`src/rtl/uart_rx_fifo.sv`:
```
// Receive-side FWFT byte FIFO between the UART receiver and the register read path.
// Optional idle-timeout flag is built only when UART_RXF_TIMEOUT_EN is defined.
module uart_rx_fifo #(
  parameter  int DEPTH   = 16,
  parameter  int WIDTH   = 8,
  parameter  int TIMEOUT = 1024,
  localparam int PW      = $clog2(DEPTH),
  localparam int LW      = PW + 1
) (
  input  logic             clk_i,
  input  logic             rst_i,
  input  logic             wr_valid_i,
  input  logic [WIDTH-1:0] wr_data_i,
  input  logic             rd_en_i,
  input  logic             clr_i,
  input  logic [LW-1:0]    thresh_i,
  output logic [WIDTH-1:0] rd_data_o,
  output logic             empty_o,
  output logic             full_o,
  output logic [LW-1:0]    level_o,
  output logic             overflow_o,
  output logic             intr_rx_o,
  output logic             timeout_o
);

  // Handshake: wr_valid_i and rd_en_i are single-cycle strobes with no back-pressure.
  // A push is taken when not full or when a pop happens in the same cycle; a pop is
  // taken only when not empty. clr_i overrides both and drops any same-cycle push.

  localparam logic [PW-1:0] PTR_ONE = PW'(1);
  localparam logic [LW-1:0] LVL_ONE = LW'(1);
  localparam logic [LW-1:0] LVL_MAX = LW'(DEPTH);

  if (DEPTH < 2 || (DEPTH & (DEPTH - 1)) != 0 || TIMEOUT < 1) begin : g_bad_param
    $error("uart_rx_fifo: DEPTH must be a power of two >= 2 and TIMEOUT >= 1");
  end

  logic [WIDTH-1:0] mem_q [DEPTH];
  logic [WIDTH-1:0] mem_d [DEPTH];
  logic [PW-1:0]    wptr_q, wptr_d;
  logic [PW-1:0]    rptr_q, rptr_d;
  logic [LW-1:0]    level_q, level_d;
  logic             overflow_q, overflow_d;

  logic full;
  logic empty;
  logic push_ok;
  logic pop_ok;
  logic drop;

  always_comb begin
    full    = (level_q == LVL_MAX);
    empty   = (level_q == '0);
    push_ok = wr_valid_i & (~full | rd_en_i) & ~clr_i;
    pop_ok  = rd_en_i & ~empty & ~clr_i;
    drop    = wr_valid_i & full & ~rd_en_i & ~clr_i;
  end

  always_comb begin
    mem_d      = mem_q;
    wptr_d     = wptr_q;
    rptr_d     = rptr_q;
    level_d    = level_q;
    overflow_d = overflow_q;
    if (clr_i) begin
      wptr_d     = '0;
      rptr_d     = '0;
      level_d    = '0;
      overflow_d = 1'b0;
    end else begin
      if (push_ok) begin
        mem_d[wptr_q] = wr_data_i;
        wptr_d        = wptr_q + PTR_ONE;
      end
      if (pop_ok) begin
        rptr_d = rptr_q + PTR_ONE;
      end
      case ({push_ok, pop_ok})
        2'b10:   level_d = level_q + LVL_ONE;
        2'b01:   level_d = level_q - LVL_ONE;
        default: level_d = level_q;
      endcase
      overflow_d = overflow_q | drop;
    end
  end

  // Array contents are don't-care after reset, so storage carries no reset.
  always_ff @(posedge clk_i) begin
    mem_q <= mem_d;
  end

  always_ff @(posedge clk_i) begin
    if (rst_i) begin
      wptr_q     <= '0;
      rptr_q     <= '0;
      level_q    <= '0;
      overflow_q <= 1'b0;
    end else begin
      wptr_q     <= wptr_d;
      rptr_q     <= rptr_d;
      level_q    <= level_d;
      overflow_q <= overflow_d;
    end
  end

  always_comb begin
    rd_data_o  = empty ? '0 : mem_q[rptr_q];
    empty_o    = empty;
    full_o     = full;
    level_o    = level_q;
    overflow_o = overflow_q;
    // A threshold above DEPTH can never be reached, so it silently never fires.
    intr_rx_o  = (thresh_i != '0) & (level_q >= thresh_i);
  end

`ifdef UART_RXF_TIMEOUT_EN
  localparam int TW = $clog2(TIMEOUT + 1);
  localparam logic [TW-1:0] IDLE_MAX = TW'(TIMEOUT);
  localparam logic [TW-1:0] IDLE_ONE = TW'(1);

  logic [TW-1:0] idle_q, idle_d;

  // Counts quiet cycles with data pending; saturates so the flag holds until activity.
  always_comb begin
    idle_d = idle_q;
    if (clr_i | push_ok | pop_ok | empty) begin
      idle_d = '0;
    end else if (idle_q != IDLE_MAX) begin
      idle_d = idle_q + IDLE_ONE;
    end
  end

  always_ff @(posedge clk_i) begin
    if (rst_i) begin
      idle_q <= '0;
    end else begin
      idle_q <= idle_d;
    end
  end

  assign timeout_o = (idle_q == IDLE_MAX) & ~empty;
`else
  assign timeout_o = 1'b0;
`endif

endmodule

```
`config.mk`:
```
export PLATFORM = sky130hd
export DESIGN_NAME = uart_rx_fifo
export DESIGN_NICKNAME = d
export VERILOG_FILES = /design/src/rtl/uart_rx_fifo.sv
export SDC_FILE = /design/constraint.sdc
export NUM_CORES = 1
export LEC_CHECK = 0
export CAP_MARGIN = 20
export CORE_MARGIN = 5
export CORE_UTILIZATION = 40
export CTS_CLUSTER_DIAMETER = 30
export DETAILED_ROUTE_END_ITERATION = 7
export SLEW_MARGIN = 10
export SYNTH_ARGS = -nofsm -noshare
export SYNTH_HDL_FRONTEND = slang
export SYNTH_SLANG_ARGS = --single-unit
```
`constraint.sdc`:
```
create_clock -name clk_i -period 3.6 [get_ports clk_i]
set_clock_uncertainty 0.2 [all_clocks]
set_input_delay 0.72 -clock clk_i [delete_from_list [all_inputs] [get_ports clk_i]]
set_output_delay 0.72 -clock clk_i [all_outputs]
set_load 0.05 [all_outputs]
```
==> results of run 1 <==
stage by stage:
step,hold WS [ns],setup slack (ns),instances,power (uW),cell area [sq um]
6_report,0.284,0.0972,594,3590,7300
5_1_grt,0.305,0.0115,594,3710,7300
4_1_cts,0.293,0.0124,594,3620,7300
3_5_place_dp,0.276,0.248,563,1990,6740
3_3_place_gp,0.274,0.398,563,1980,6740
2_1_floorplan,0.295,0.258,338,1910,6030
cell families after synthesis:
group	count (synthesis)
other cells	1
flops	142
fa+ha+maj	15
xor+xnor	7
compound gates	35
mux	43
buf+inv	29
simple gates	66
registers in the layout (all words and copies together) (netlist names):
register,count
mem_q,128
wptr_q,4
overflow_o,1
level_o,5
rptr_q,4
cell type report:
type                            instances  area share
Clock inverter                         12      0.0168
Timing Repair Buffer                   59      0.0834
Sequential cell                       142       0.565
Clock buffer                           19      0.0593
Tap cell                              184      0.0315
Inverter                               11     0.00565
Multi-Input combinational cell        167       0.238
layer usage:
layer	wire (microns)	up-vias	GRT usage
li1	-	1472	-
met4	134	0	0.0543
met5	0	-	0
met3	505	11	0.0364
met1	5460	1683	0.199
met2	6210	54	0.233
worst max-delay path by stage:
stage	to	slack, ns	cells past startpoint
CTS	rd_data_o[1]	0.01	6
floorplan	rd_data_o[0]	0.26	3
detailed placement	level_o[4]	0.25	10
global route	rd_data_o[1]	0.01	6
global placement	level_o[4]	0.40	10
finish	rd_data_o[1]	0.1	6
critical path, stage by stage, from the launching register on:
cell	delay, ns
dfxtp_2	0.50
buf_6	0.23
mux4_1	0.56
nor2b_1	0.14
a211oi_1	0.34
a211oi_1	0.16
buf_12	0.23
synthesized netlist by cell type (all sizes together) (5+ instances only):
library cell | instances | share of area
a211oi | 17 | 0.021
a21oi | 5 | 0.0041
buf | 14 | 0.019
dfxtp | 14 | 0.046
edfxtp | 128 | 0.64
ha | 14 | 0.029
inv | 11 | 0.0068
mux2i | 11 | 0.018
mux4 | 32 | 0.13
nand2 | 7 | 0.0044
nand3 | 5 | 0.0041
nor2 | 28 | 0.018
nor2b | 8 | 0.0083
power groups by stage:
| stage | Sequential (uW) | Combinational (uW) | Clock, uW |
|---|---|---|---|
| after CTS | 1810 | 142 | 1670 |
| after global placement | 1840 | 138 | 0 |
| after global routing | 1810 | 152 | 1750 |
| after floorplan | 1840 | 65.1 | 0 |
| after detailed placement | 1840 | 141 | 0 |
| final | 1810 | 141 | 1640 |
timing repair:
action | 4_1_cts | 5_1_grt
setup endpoints to repair | 1 | 1
gates cloned | 0 | 0
gates resized for setup | 1 | 2
==> summary.txt, run 1 <==
Ports: 36
diode count: 0
main combinational cell family by area after synthesis: multiplexers
RSZ-0062 raised after global routing: no
number of synthesized flops with an enable pin: 128
type of the tightest min-delay check: flop to flop
most frequent cells in the layout: edfxtp_1 (128), nor2_1 (27), clkdlybuf4s50_1 (25), buf_4 (25), mux4_2 (22)
r2r setup slk: 0.64 ns
Final nets: 431
global-route wire length before repair: 19100 microns
CTS Buf Count: 17
slew of the pin with the lowest slew margin: 0.860 ns
grt total ovfl: 0
slew margin rel.: 0.426
vias post-DR: 3220
Clock power frac: 0.457
clk slew on worst S/H paths: 0.06 ns
P_int: 2870 uW
Req. time, crit path: 2.68 ns
status: finished, final reports clean
WL final: 12300 microns
final hold viol count: 0
RD Place Congestion: 0.763
vias per cell: 5.42
Simple-Gate Fraction of Synth Area: 0.0550
Initial Util: 0.412
Distinct cells, synth: 46
pwr dens: 492 nW/um^2
crit path from: rptr_q[1]
Worst Hold Launch: overflow_o
DRT iter0 DRCs: 280
area grow syn2layout: 21.1%
initial antenna violation count: 0
max-slew violations: 0
top_reg_cell synth: edfxtp_1
Die Area: 17600 sq um
Die Ht: 133 microns
Setup crit end kind: output port
DRT Pass-1 Iters: 4
clk root buf: clkbuf_16
post-layout util: 0.499
Reg power frac: 0.504
Final Critical Period: 3.50 ns
row count: 44
post-CTS setup buffer count: 0
Synth Instances: 338
number of synthesized register bits: 142
Clock Latency Late Sink: 0.41 ns
P_leak: 0.00241 uW
CP max FO: 10
CTS tree: done
HPWL Detailed: 7860 microns
number of global-route vias before repair: 3294
final setup violation count: 0
maximum vdd drop: 0.332 mV
Chip Width: 133 microns
most common cell after layout, fill and taps aside: edfxtp_1
Post-Route Setup TNS: 0 ns
number of synthesis warnings: 0
Remaining DRCs: 0
H-tree levels: 4
fraction of registers with async set/reset: 0
reg2reg start: level_o[0]
largest net degree at the start of global routing: 20
Filler cells: 1220
Comb power frac: 0.039
crit path launch type: flop
Port-buffer cells: 34
Core Region: 14600 sq um
complex-gate fraction of the synthesized area: 0.0452
Mapped Area: 6030 sq um
CTS max path bufs: 2
worst r2r path cells: 9
register area share after synthesis: 0.684
Hold Path Cell Cnt: 2
CTS Sinks: 142
Routed WL per cell: 20.7 microns
synthesized area per cell: 17.8 sq um
Sw Share: 0.201
type of the worst setup path: flop to output port
Post-Synth XOR/XNOR Area: 0.0102
Tcrit/Tclk final: 0.973
Sequential cell area: 4130 sq um
max frequency: 285 MHz
Critical Path AT: 2.58 ns
adder-cell share of the synthesized area: 0.0324
syn nets: 371
r2r endpoint: level_o[4]
reported net switching power: 722 uW
maxcap violations: 0
Final ANT Viol Nets: 0
multi-input logic area: 1740 sq um
Hold EP: overflow_o
CTS Hold Bufs: 0
mux contribution to synthesized area: 0.144
gr usage total: 0.147
share of layout cells above drive strength 1: 0.229
Note: power is estimated with default switching activity, not from simulation.
==> inputs of run 2 (changes only) <==
--- a/config.mk
+++ b/config.mk
@@ -6,6 +6,7 @@
 export NUM_CORES = 1
 export LEC_CHECK = 0
 export CAP_MARGIN = 20
+export CORE_ASPECT_RATIO = 1.2
 export CORE_MARGIN = 5
 export CORE_UTILIZATION = 40
 export CTS_CLUSTER_DIAMETER = 30
==> run 2 against run 1 <==
  * Setup slack gained 0.11 ns
  * Cell area is essentially flat
  * Sequential power is essentially flat
  * Utilization shrank 0.89 points
==> summary.txt, run 2 (same netlist as run 1, synthesis figures left out) <==
vias post-DR: 3161 (was 3220)
WL final: 11600 microns (was 12300 microns)
reported net switching power: 755 uW (was 722 uW)
critical path's top delay family: multiplexers (unchanged)
P_leak: 0.00240 uW (was 0.00241 uW)
CP max-delay cell: mux4_1 (unchanged)
Routed WL per cell: 18.9 microns (was 20.7 microns)
clk root buf: clkbuf_16 (unchanged)
Clock Latency Late Sink: 0.41 ns (about the same)
fin cells: 612 (was 594)
multi-input logic area: 1730 sq um (was 1740 sq um)
Final Critical Period: 3.40 ns (was 3.50 ns)
post-layout util: 0.490 (was 0.499)
crit path launch type: flop (unchanged)
worst path cell trace: buf_6 -> mux4_1 -> nor2b_1 -> a211oi_1 -> a211oi_1 -> buf_4 (was buf_6 -> mux4_1 -> nor2b_1 -> a211oi_1 -> a211oi_1 -> buf_12)
maxcap violations: 0 (unchanged)
Final ANT Viol Nets: 0 (unchanged)
Final Instance Area: 7300 sq um (about the same)
RD Place Congestion: 0.792 (was 0.763)
Comb power frac: 0.038 (was 0.039)
Filler cells: 1266 (was 1220)
DRT Pass-1 Iters: 4 (unchanged)
DRT iter0 DRCs: 210 (was 280)
type of the tightest min-delay check: flop to flop (unchanged)
max-slew violations: 0 (unchanged)
CTS Hold Bufs: 0 (unchanged)
CP Buf/Inv Count: 2 (unchanged)
Reg power frac: 0.496 (was 0.504)
Port-buffer cells: 34 (unchanged)
Tcrit/Tclk final: 0.944 (was 0.973)
slew of the pin with the lowest slew margin: 0.684 ns (was 0.860 ns)
Remaining DRCs: 0 (unchanged)
P_int: 2880 uW (was 2870 uW)
Sw Share: 0.208 (was 0.201)
RSZ-0062 raised after global routing: no (unchanged)
slowest cell delay on critical path: 0.61 ns (was 0.56 ns)
row count: 49 (was 44)
final setup violation count: 0 (unchanged)
cell mode on critical path: a211oi_1 (unchanged)
Critical Path AT: 2.48 ns (was 2.58 ns)
largest register by flop count: mem_q (unchanged)
vias per cell: 5.17 (was 5.42)
Sequential cell area: 4130 sq um (about the same)
Worst Hold Launch: overflow_o (unchanged)
initial antenna violation count: 0 (unchanged)
share of layout cells above drive strength 1: 0.230 (was 0.229)
Chip Width: 122 microns (was 133 microns)
most frequent cells in the layout: edfxtp_1 (128), nor2_1 (27), buf_4 (26), clkdlybuf4s50_1 (25), mux4_2 (22) (was edfxtp_1 (128), nor2_1 (27), clkdlybuf4s50_1 (25), buf_4 (25), mux4_2 (22))
Die Ht: 144 microns (was 133 microns)
slew margin rel.: 0.543 (was 0.426)
crit path from: rptr_q[1] (unchanged)
CTS Sinks: 142 (unchanged)
area grow syn2layout: 21.0% (was 21.1%)
Ports: 36 (unchanged)
Req. time, crit path: 2.68 ns (about the same)
largest net degree at the start of global routing: 36 (was 20)
pwr dens: 499 nW/um^2 (was 492 nW/um^2)
post-CTS setup buffer count: 0 (unchanged)
global-route wire length before repair: 18700 microns (was 19100 microns)
Setup crit end kind: output port (unchanged)
type of the worst setup path: flop to output port (unchanged)
CP max FO: 18 (was 10)
Post-Route Setup TNS: 0 ns (unchanged)
Placed Instance Area: 6710 sq um (was 6740 sq um)
max reg flops: 128 (unchanged)
status: finished, final reports clean (unchanged)
Initial Util: 0.405 (was 0.412)
Clock power frac: 0.466 (was 0.457)
max frequency: 294 MHz (was 285 MHz)
clk slew on worst S/H paths: 0.06 ns (about the same)
HPWL Detailed: 8070 microns (was 7860 microns)
Die Area: 17600 sq um (about the same)
CTS tree: done (unchanged)
gr usage total: 0.144 (was 0.147)
Core Region: 14900 sq um (was 14600 sq um)
grt total ovfl: 0 (unchanged)
CTS Buf Count: 17 (unchanged)
final hold viol count: 0 (unchanged)
H-tree levels: 4 (unchanged)
number of global-route vias before repair: 3365 (was 3294)
DP Cell Count: 581 (was 563)
maximum vdd drop: 0.290 mV (was 0.332 mV)
Resized Gates After CTS: 0 (was 1)
diode count: 0 (unchanged)
reg2reg start: level_o[0] (unchanged)
CTS max path bufs: 2 (unchanged)
most common cell after layout, fill and taps aside: edfxtp_1 (unchanged)
Final nets: 429 (was 431)
==> run 2: path summary, 6_finish.rpt <==
path                                endpoint  slack (ns)  cells past startpoint
worst max-delay path            rd_data_o[7]        0.20                      6
worst min-delay path              overflow_o        0.31                      2
worst max register to register    level_o[4]        0.70                     10
worst min register to register    overflow_o        0.31                      2
==> run 2: area by class of cell <==
type	count	share of cell area
flip-flops and latches	142	0.566
multi-input cells	167	0.238
repair buffers	57	0.0763
clock buffers	17	0.0583
well taps	204	0.0350
clock inverters	14	0.0216
inverters	11	0.00566
==> run 2: worst reg2reg max path: stages (launching register included) <==
cell,delay (ns)
dfxtp_1,0.32
buf_4,0.17
nor4_1,0.62
a31oi_1,0.24
inv_1,0.10
ha_1,0.27
ha_1,0.31
a21oi_1,0.17
and4b_1,0.24
o211ai_1,0.09
o31ai_1,0.10
==> run 2: through the flow <==
| stage | setup slack, ns | total power (uW) | hold WS [ns] |
|---|---|---|---|
| floorplan | 0.258 | 1910 | 0.295 |
| global placement | 0.320 | 1980 | 0.294 |
| detailed placement | 0.231 | 1980 | 0.318 |
| CTS | 0.0915 | 3670 | 0.331 |
| global route | 0.0744 | 3780 | 0.356 |
| finish | 0.202 | 3640 | 0.313 |
==> run 2: metal layers <==
metal,share of wire,GRT usage,vias up
met2,0.52,0.251,70
met5,0,0,-
met1,0.43,0.175,1610
met3,0.035,0.0313,12
met4,0.014,0.0548,0
li1,-,-,1469
==> run 2: power by group through the flow <==
stage	Sequential (uW)	Clock, uW	Combinational (uW)
2_1_floorplan	1840	0	65.1
3_3_place_gp	1840	0	137
3_5_place_dp	1840	0	140
4_1_cts	1810	1730	141
5_1_grt	1810	1820	151
6_report	1810	1700	139
